$ cat config.mk
export PLATFORM = sky130hd
export DESIGN_NAME = regfile_wb_arbiter
export DESIGN_NICKNAME = d
export VERILOG_FILES = /design/src/rtl/regfile_wb_arbiter_pkg.sv /design/src/rtl/regfile_scoreboard.sv /design/src/rtl/regfile_wb_arbiter.sv
export SDC_FILE = /design/constraint.sdc
export NUM_CORES = 1
export LEC_CHECK = 0
export BUFFER_PORTS_ARGS = -buffer_cell sky130_fd_sc_hd__buf_2
export CORE_ASPECT_RATIO = 0.75
export CORE_MARGIN = 8
export CORE_UTILIZATION = 30
export DETAILED_ROUTE_END_ITERATION = 7
export HOLD_SLACK_MARGIN = 0.15
export PLACE_DENSITY = 0.55
export REMOVE_ABC_BUFFERS = 1
export SLEW_MARGIN = 10
export SYNTH_ARGS = -nofsm -noshare
export SYNTH_HDL_FRONTEND = slang
export SYNTH_SLANG_ARGS = --single-unit
$ cat constraint.sdc
create_clock -name clk -period 2.52 [get_ports clk]
set_clock_uncertainty 0.2 [all_clocks]
set_input_delay 0 -clock clk [delete_from_list [all_inputs] [get_ports clk]]
set_output_delay 0 -clock clk [all_outputs]
set_load 0.01 [all_outputs]
$ cat src/rtl/regfile_wb_arbiter_pkg.sv
// Shared definitions for the register-file writeback arbiter and its scoreboard.
// Holds the data-width default, register address width and grant encodings.
package regfile_wb_arbiter_pkg;

    localparam int DEF_XLEN  = 32;
    localparam int DEF_NREGS = 32;
    localparam int REG_AW    = 5;

    typedef logic [REG_AW-1:0] regaddr_t;

    typedef enum logic {
        GNT_ALU = 1'b0,
        GNT_LSU = 1'b1
    } grant_e;

    // x0 is hardwired to zero, so it is never written and never pending.
    function automatic logic is_x0(input regaddr_t a);
        return (a == '0);
    endfunction

endpackage

$ cat src/rtl/regfile_scoreboard.sv
// Pending-load scoreboard: one bit per architectural register, set when a load
// issues and cleared when its writeback is accepted. Bit 0 never sets.
module regfile_scoreboard
    import regfile_wb_arbiter_pkg::*;
#(
    parameter int NREGS = DEF_NREGS
) (
    input  logic              clk,
    input  logic              rst_n,
    input  logic              set_en,
    input  logic [REG_AW-1:0] set_rd,
    input  logic              clr_en,
    input  logic [REG_AW-1:0] clr_rd,
    input  logic [REG_AW-1:0] q1_rd,
    input  logic [REG_AW-1:0] q2_rd,
    output logic              pend1,
    output logic              pend2
);

    logic [NREGS-1:0] pending;
    logic [NREGS-1:0] pending_nxt;

    // Set is applied after clear so a new load to the same rd wins.
    always_comb begin
        pending_nxt = pending;
        for (int i = 1; i < NREGS; i++) begin
            if (clr_en && (clr_rd == REG_AW'(i))) begin
                pending_nxt[i] = 1'b0;
            end
            if (set_en && (set_rd == REG_AW'(i))) begin
                pending_nxt[i] = 1'b1;
            end
        end
        pending_nxt[0] = 1'b0;
    end

    always_ff @(posedge clk) begin
        if (!rst_n) begin
            pending <= '0;
        end else begin
            pending <= pending_nxt;
        end
    end

    always_comb begin
        pend1 = 1'b0;
        pend2 = 1'b0;
        for (int i = 1; i < NREGS; i++) begin
            if (q1_rd == REG_AW'(i)) begin
                pend1 = pending[i];
            end
            if (q2_rd == REG_AW'(i)) begin
                pend2 = pending[i];
            end
        end
    end

endmodule

$ cat src/rtl/regfile_wb_arbiter.sv
// Two-requester (ALU, LSU) round-robin arbiter onto the single register-file
// write port, with a registered write stage and a load scoreboard for decode.
module regfile_wb_arbiter
    import regfile_wb_arbiter_pkg::*;
#(
    parameter int XLEN  = DEF_XLEN,
    parameter int NREGS = DEF_NREGS
) (
    input  logic              clk,
    input  logic              rst_n,

    input  logic              alu_valid,
    input  logic [REG_AW-1:0] alu_rd,
    input  logic [XLEN-1:0]   alu_data,
    output logic              alu_ready,

    input  logic              lsu_valid,
    input  logic [REG_AW-1:0] lsu_rd,
    input  logic [XLEN-1:0]   lsu_data,
    output logic              lsu_ready,

    output logic              rf_we,
    output logic [REG_AW-1:0] rf_waddr,
    output logic [XLEN-1:0]   rf_wdata,

    input  logic              sb_set,
    input  logic [REG_AW-1:0] sb_set_rd,

    input  logic [REG_AW-1:0] q_rs1,
    input  logic [REG_AW-1:0] q_rs2,
    output logic              busy1,
    output logic              busy2
);

    grant_e            last_grant;
    grant_e            last_grant_nxt;
    logic              alu_acc;
    logic              lsu_acc;
    logic              acc_p0;
    logic              wr_p0;
    logic [REG_AW-1:0] rd_p0;
    logic [XLEN-1:0]   data_p0;

    logic              vld_p1;
    logic [REG_AW-1:0] waddr_p1;
    logic [XLEN-1:0]   wdata_p1;

    logic              pend1;
    logic              pend2;

    // Stage p0: arbitration and handshake (combinational)
    always_comb begin
        alu_ready      = 1'b0;
        lsu_ready      = 1'b0;
        last_grant_nxt = last_grant;
        if (rst_n) begin
            alu_ready = alu_valid && (!lsu_valid || (last_grant == GNT_LSU));
            lsu_ready = lsu_valid && (!alu_valid || (last_grant == GNT_ALU));
        end
        alu_acc = alu_valid && alu_ready;
        lsu_acc = lsu_valid && lsu_ready;
        if (alu_acc) begin
            last_grant_nxt = GNT_ALU;
        end else if (lsu_acc) begin
            last_grant_nxt = GNT_LSU;
        end
    end

    always_ff @(posedge clk) begin
        if (!rst_n) begin
            last_grant <= GNT_LSU;
        end else begin
            last_grant <= last_grant_nxt;
        end
    end

    always_comb begin
        acc_p0  = alu_acc || lsu_acc;
        rd_p0   = alu_acc ? alu_rd : lsu_rd;
        data_p0 = alu_acc ? alu_data : lsu_data;
        wr_p0   = acc_p0 && !is_x0(rd_p0);
    end

    // Stage p1: registered write port; address/data hold between writes
    always_ff @(posedge clk) begin
        if (!rst_n) begin
            vld_p1   <= 1'b0;
            waddr_p1 <= '0;
            wdata_p1 <= '0;
        end else begin
            vld_p1 <= wr_p0;
            if (wr_p0) begin
                waddr_p1 <= rd_p0;
                wdata_p1 <= data_p0;
            end
        end
    end

    assign rf_we    = vld_p1;
    assign rf_waddr = waddr_p1;
    assign rf_wdata = wdata_p1;

    regfile_scoreboard #(
        .NREGS (NREGS)
    ) u_scoreboard (
        .clk    (clk),
        .rst_n  (rst_n),
        .set_en (sb_set),
        .set_rd (sb_set_rd),
        .clr_en (lsu_acc),
        .clr_rd (lsu_rd),
        .q1_rd  (q_rs1),
        .q2_rd  (q_rs2),
        .pend1  (pend1),
        .pend2  (pend2)
    );

    // A write sitting in p1 is not yet visible in the register file.
    always_comb begin
        busy1 = pend1 || (vld_p1 && (waddr_p1 == q_rs1) && !is_x0(q_rs1));
        busy2 = pend2 || (vld_p1 && (waddr_p1 == q_rs2) && !is_x0(q_rs2));
    end

endmodule

After elaboration in Yosys (flattened, before gate mapping) --
Cells that the tools add are included.
Storage, ports and cells: register bits after elaboration 70, input port bits 94, output and inout bits 42, word-level logic and storage cells 408
Operators by class: equal/unequal tests 126, muxes and demuxes 130, bitwise gates (word level) 1, reduce and logical (&&, ||, !) cells 116
Operator list (count):
- equality test 5 bit, second input constant | 64
- equality test 5 x 4 -> 1 bit, second input constant | 32
- two-way mux 1 bit | 128
- equality test 5 x 3 -> 1 bit, second input constant | 16
- logical AND 1 bit | 71
- nonzero test 2 bit | 32
- equality test 5 x 2 -> 1 bit, second input constant | 8
- two-way mux 32 bit | 1
- equality test 5 x 1 -> 1 bit, second input constant | 4
- zero test 5 bit | 3
- equality test 5 bit | 2
- zero test 1 bit | 5
- logical OR 1 bit | 5
- two-way mux 5 bit | 1
- inverter 1 bit | 1

Depth between registers and ports, before layout --
word-level depth 33, mapped depth 8, depth with buffers taken out 7

By module --
A second synthesis with hierarchy kept.
Second synthesis, totals: cell total of the unflattened synthesis 530, area total of the unflattened synthesis 4436.8 um2
Modules (own cells, without submodules):
- regfile_scoreboard | times used 1, cells an instance 314, area each 2378.5 um2, sequential area each 620.6 um2
- regfile_wb_arbiter | times used 1, cells an instance 216, area each 2058.2 um2, sequential area each 780.7 um2

Worst setup path before layout --
No wires, ideal clock.
path type register to output, from register waddr_p1[4], in the netlist rf_waddr[4], to output busy2, data arrival time 1.568 ns, required time 2.320 ns, path slack 0.752 ns, cell stages (with the launch flop) 6, path buffers 0, path through dfxtp_1 > or3_1 > a2111oi_0 > a32o_1 > nor3_1 > a21oi_1
Between the ends: word-level cells in the longest chain between the ends 4
Ends and longest elaborated chain:
- start, declared | line regfile_wb_arbiter.sv:45 | logic [REG_AW-1:0] waddr_p1;
- start signal, assigned | line regfile_wb_arbiter.sv:93 | waddr_p1 <= rd_p0;
- equality test 5 bit | line regfile_wb_arbiter.sv:121 | busy2 = pend2 || (vld_p1 && (waddr_p1 == q_rs2) && !is_x0(q_rs2));
- logical AND 1 bit (2 in a row) | line regfile_wb_arbiter.sv:121
- logical OR 1 bit | line regfile_wb_arbiter.sv:121
- end, declared | line regfile_wb_arbiter.sv:32 | output logic busy2
No other way between the ends.

Worst setup path after layout --
from input lsu_rd[2], to register u_scoreboard.pending[2]
Between the ends: word-level cells in the longest chain between the ends 3
Ends and longest elaborated chain:
- start, declared | line regfile_wb_arbiter.sv:18 | input logic [REG_AW-1:0] lsu_rd,
- equality test 5 x 2 -> 1 bit | line regfile_scoreboard.sv:27 | if (clr_en && (clr_rd == REG_AW'(i))) begin
- logical AND 1 bit | line regfile_scoreboard.sv:27
- nonzero test 2 bit (no line)
- end signal, assigned | line regfile_scoreboard.sv:41 | pending <= pending_nxt;
- end, declared | line regfile_scoreboard.sv:20 | logic [NREGS-1:0] pending;
No other way between the ends. A chain may end at the register's enable or synchronous reset.

==> impl_metrics.ini <==
[logic_synthesis]
synthFlopType = dfxtp_1
async_flop_share_pct = 0
synth.yosys.seq_area_share_pct = 34.66
synth-edff-count = 0
synthMuxAreaShare_pct = 3.374
yosys_warnings = 0
synthXorXnorAreaFrac_pct = 1.733
synth_compound_area_share_pct = 26.37
synth_cell_types = 57
ys_seq_elements = 70
yosysTopAreaCell = dfxtp_1
netlist_top_cells_area = dfxtp_1 35%, nand2_1 10%, a311oi_1 7.6%
synth_top_area_share_pct = 34.66
synth_area_per_cell_um2 = 7.245
synth_area_um2 = 4043
synthAdderAreaFrac_pct = 0
synth_top_family_by_area = simple AND/OR/NAND/NOR gates
netlist_instances = 558
synth-simple-area-share_pct = 27.70

[pwr]
p_comb_share_pct = 22.9
seqPwrFrac_pct = 38.1
swShare_pct = 27.95
leakagePower_nw = 2.661
power_density_nw_per_um2 = 505.3
pwr-share-clk_pct = 39.0
intPower_mw = 2.316
p_switching_mw = 0.8985
ir_drop_mv = 0.2860

[finish]
layout.nets = 880
drive_gt1_share_pct = 22.15
area_growth_syn_to_layout_pct = 57.35
mostFrequentLayoutCell = buf_2
diodes = 0
fin_area_um2 = 6361
final_cell_mix = 135 x buf_2, 117 x dlygate4sd3_1, 109 x nand2_1

[setup_path]
crit_type = in2reg
worstPathRequired_ns = 2.51
worstSetupEndpointType = flip-flop
critPathArrivalTime_ns = 2.43
reg2reg_slack_ns = 0.15
cp_max_fo = 9
cp-start-kind = input port

[clock_network]
clk_latency_ns = 0.33
numClockSinks = 70
cts_max_path_buffers = 2
cts_root_buffer = clkbuf_16
htreeDepth = 3
cts_tree = yes
cts_buffers = 9
clk_pin_slew_ns = 0.06

[status]
status = complete, no violations

[sta]
rsz0062_at_grt = no
drv_slew = 0
slew_headroom_pct = 51.59
tns_ns = 0
tightestPinTransition_ns = 0.7261
fmax_mhz = 409.6
fin_ws_ns = 0.07830
finalCritPeriodShare_pct = 96.89
setup_viol = 0
min_period_ns = 2.442
hold_viol = 0

[drt]
drtAntennaViolNets = 0
first_pass_iters = 7
vias = 5050
drcViolationCount = 0
vias_per_cell = 5.255
drt_iter0_drc = 251
routedWlPerCell_um = 16.92
drt_wl_total_mm = 16.26

[floorplan]
fp.coreArea_um2 = 13060
dieArea_um2 = 17480
core.rowCount = 36
fp.dieW_um = 150.0
io_pins = 136
die_y_um = 116.5
initial_core_util_pct = 30.95

[placed_design]
hpwl_mm = 10.92
gp_congestion = 0.8616
io_buffers = 135
dp_slack_ns = 0.5146
detailed_place.area_um2 = 4786

[grt]
grt-ovfl-total = 0
grt_pass1_wl_mm = 25.51
track_usage_pct = 18.08
antenna_found_initial = 0
grt_pass1_vias = 5079
grt_max_degree = 70

[run]
maxCapViolCount = 0

[min_path]
min_path_type = in2reg
-- synthesized netlist by cell type, types with 4 or more instances --
| master | count |
|---|---|
| a211oi_1 | 4 |
| nand2b_1 | 12 |
| mux2i_1 | 8 |
| nor3b_1 | 6 |
| nor2b_1 | 12 |
| a21oi_1 | 47 |
| nor3_1 | 11 |
| nand3_1 | 14 |
| nor2_1 | 59 |
| a31oi_1 | 4 |
| inv_1 | 11 |
| nand2_1 | 109 |
| buf_2 | 13 |
| dfxtp_1 | 70 |
| clkbuf_1 | 28 |
| a311oi_1 | 35 |
| or3_1 | 7 |
| o21ai_0 | 42 |
| xor2_1 | 6 |
-- cells by family after synthesis --
group,after synthesis
buffers and inverters,57
AO/OA/AOI/OAI,163
AND/OR/NAND/NOR,248
flip-flops,70
XOR/XNOR,8
multiplexers,12
-- repair_timing --
| item | CTS | global route |
|---|---|---|
| endpoints found under the hold margin | 69 | 0 |
| hold buffers | 117 | 0 |
| resized for setup | 0 | 12 |
| endpoints found under the setup margin | 0 | 23 |
| setup buffers | 0 | 4 |
-- registers in the layout (all words and copies together) (netlist names) --
signal / flops
last_grant: 1
rf_we: 1
u_scoreboard.pending: 31
rf_wdata: 32
rf_waddr: 5
-- metal layers --
| metal | wire, um | global-route usage (%) |
|---|---|---|
| met1 | 7344 | 23.43 |
| met2 | 7150 | 28.38 |
| met3 | 1574 | 6.117 |
| met4 | 194 | 4.382 |
| met5 | 0 | 0 |
-- worst max-delay path, stage by stage --
cell	delay, ns
dlygate4sd3_1	0.54
buf_2	0.19
or2_1	0.28
dlygate4sd3_1	0.60
o21ai_0	0.18
dlygate4sd3_1	0.58
a21oi_1	0.06
-- layout make-up --
type	instances	area [um2]
Fill cell	1259	6701
Multi-Input combinational cell	431	2459
Timing Repair Buffer	262	1952
Sequential cell	70	1401
Clock buffer	11	242.7
Tap cell	171	214.0
Clock inverter	4	47.55
Inverter	12	45.04
-- power groups by stage --
stage	clock network, mW	logic, mW	registers (mW)
after floorplan	0	0.260	1.26
after global placement	0	0.544	1.25
after detailed placement	0	0.554	1.25
after CTS	1.26	0.691	1.22
after global routing	1.32	0.806	1.23
final	1.25	0.735	1.23
-- metrics by stage --
| stage | util [%] | power (mW) | hold slack, ns | instances |
|---|---|---|---|---|
| 6_report | 48.70 | 3.214 | 0.1647 | 961 |
| 5_1_grt | 48.70 | 3.361 | 0.2052 | 961 |
| 4_1_cts | 47.83 | 3.173 | 0.1624 | 956 |
| 3_5_place_dp | 36.64 | 1.800 | 0.03140 | 824 |
| 3_3_place_gp | 36.64 | 1.792 | 0.04054 | 824 |
| 2_1_floorplan | - | 1.521 | -0.09965 | 513 |
-- worst paths after layout --
check / start / end / depth (start not counted)
worst max register to register: last_grant / rf_wdata[11] / 8
worst min-delay path: rst_n / rf_waddr[0] / 4
worst min register to register: rf_wdata[27] / rf_wdata[27] / 2
worst max-delay path: lsu_rd[2] / u_scoreboard.pending[2] / 7
(Power assumes the default switching activity.)
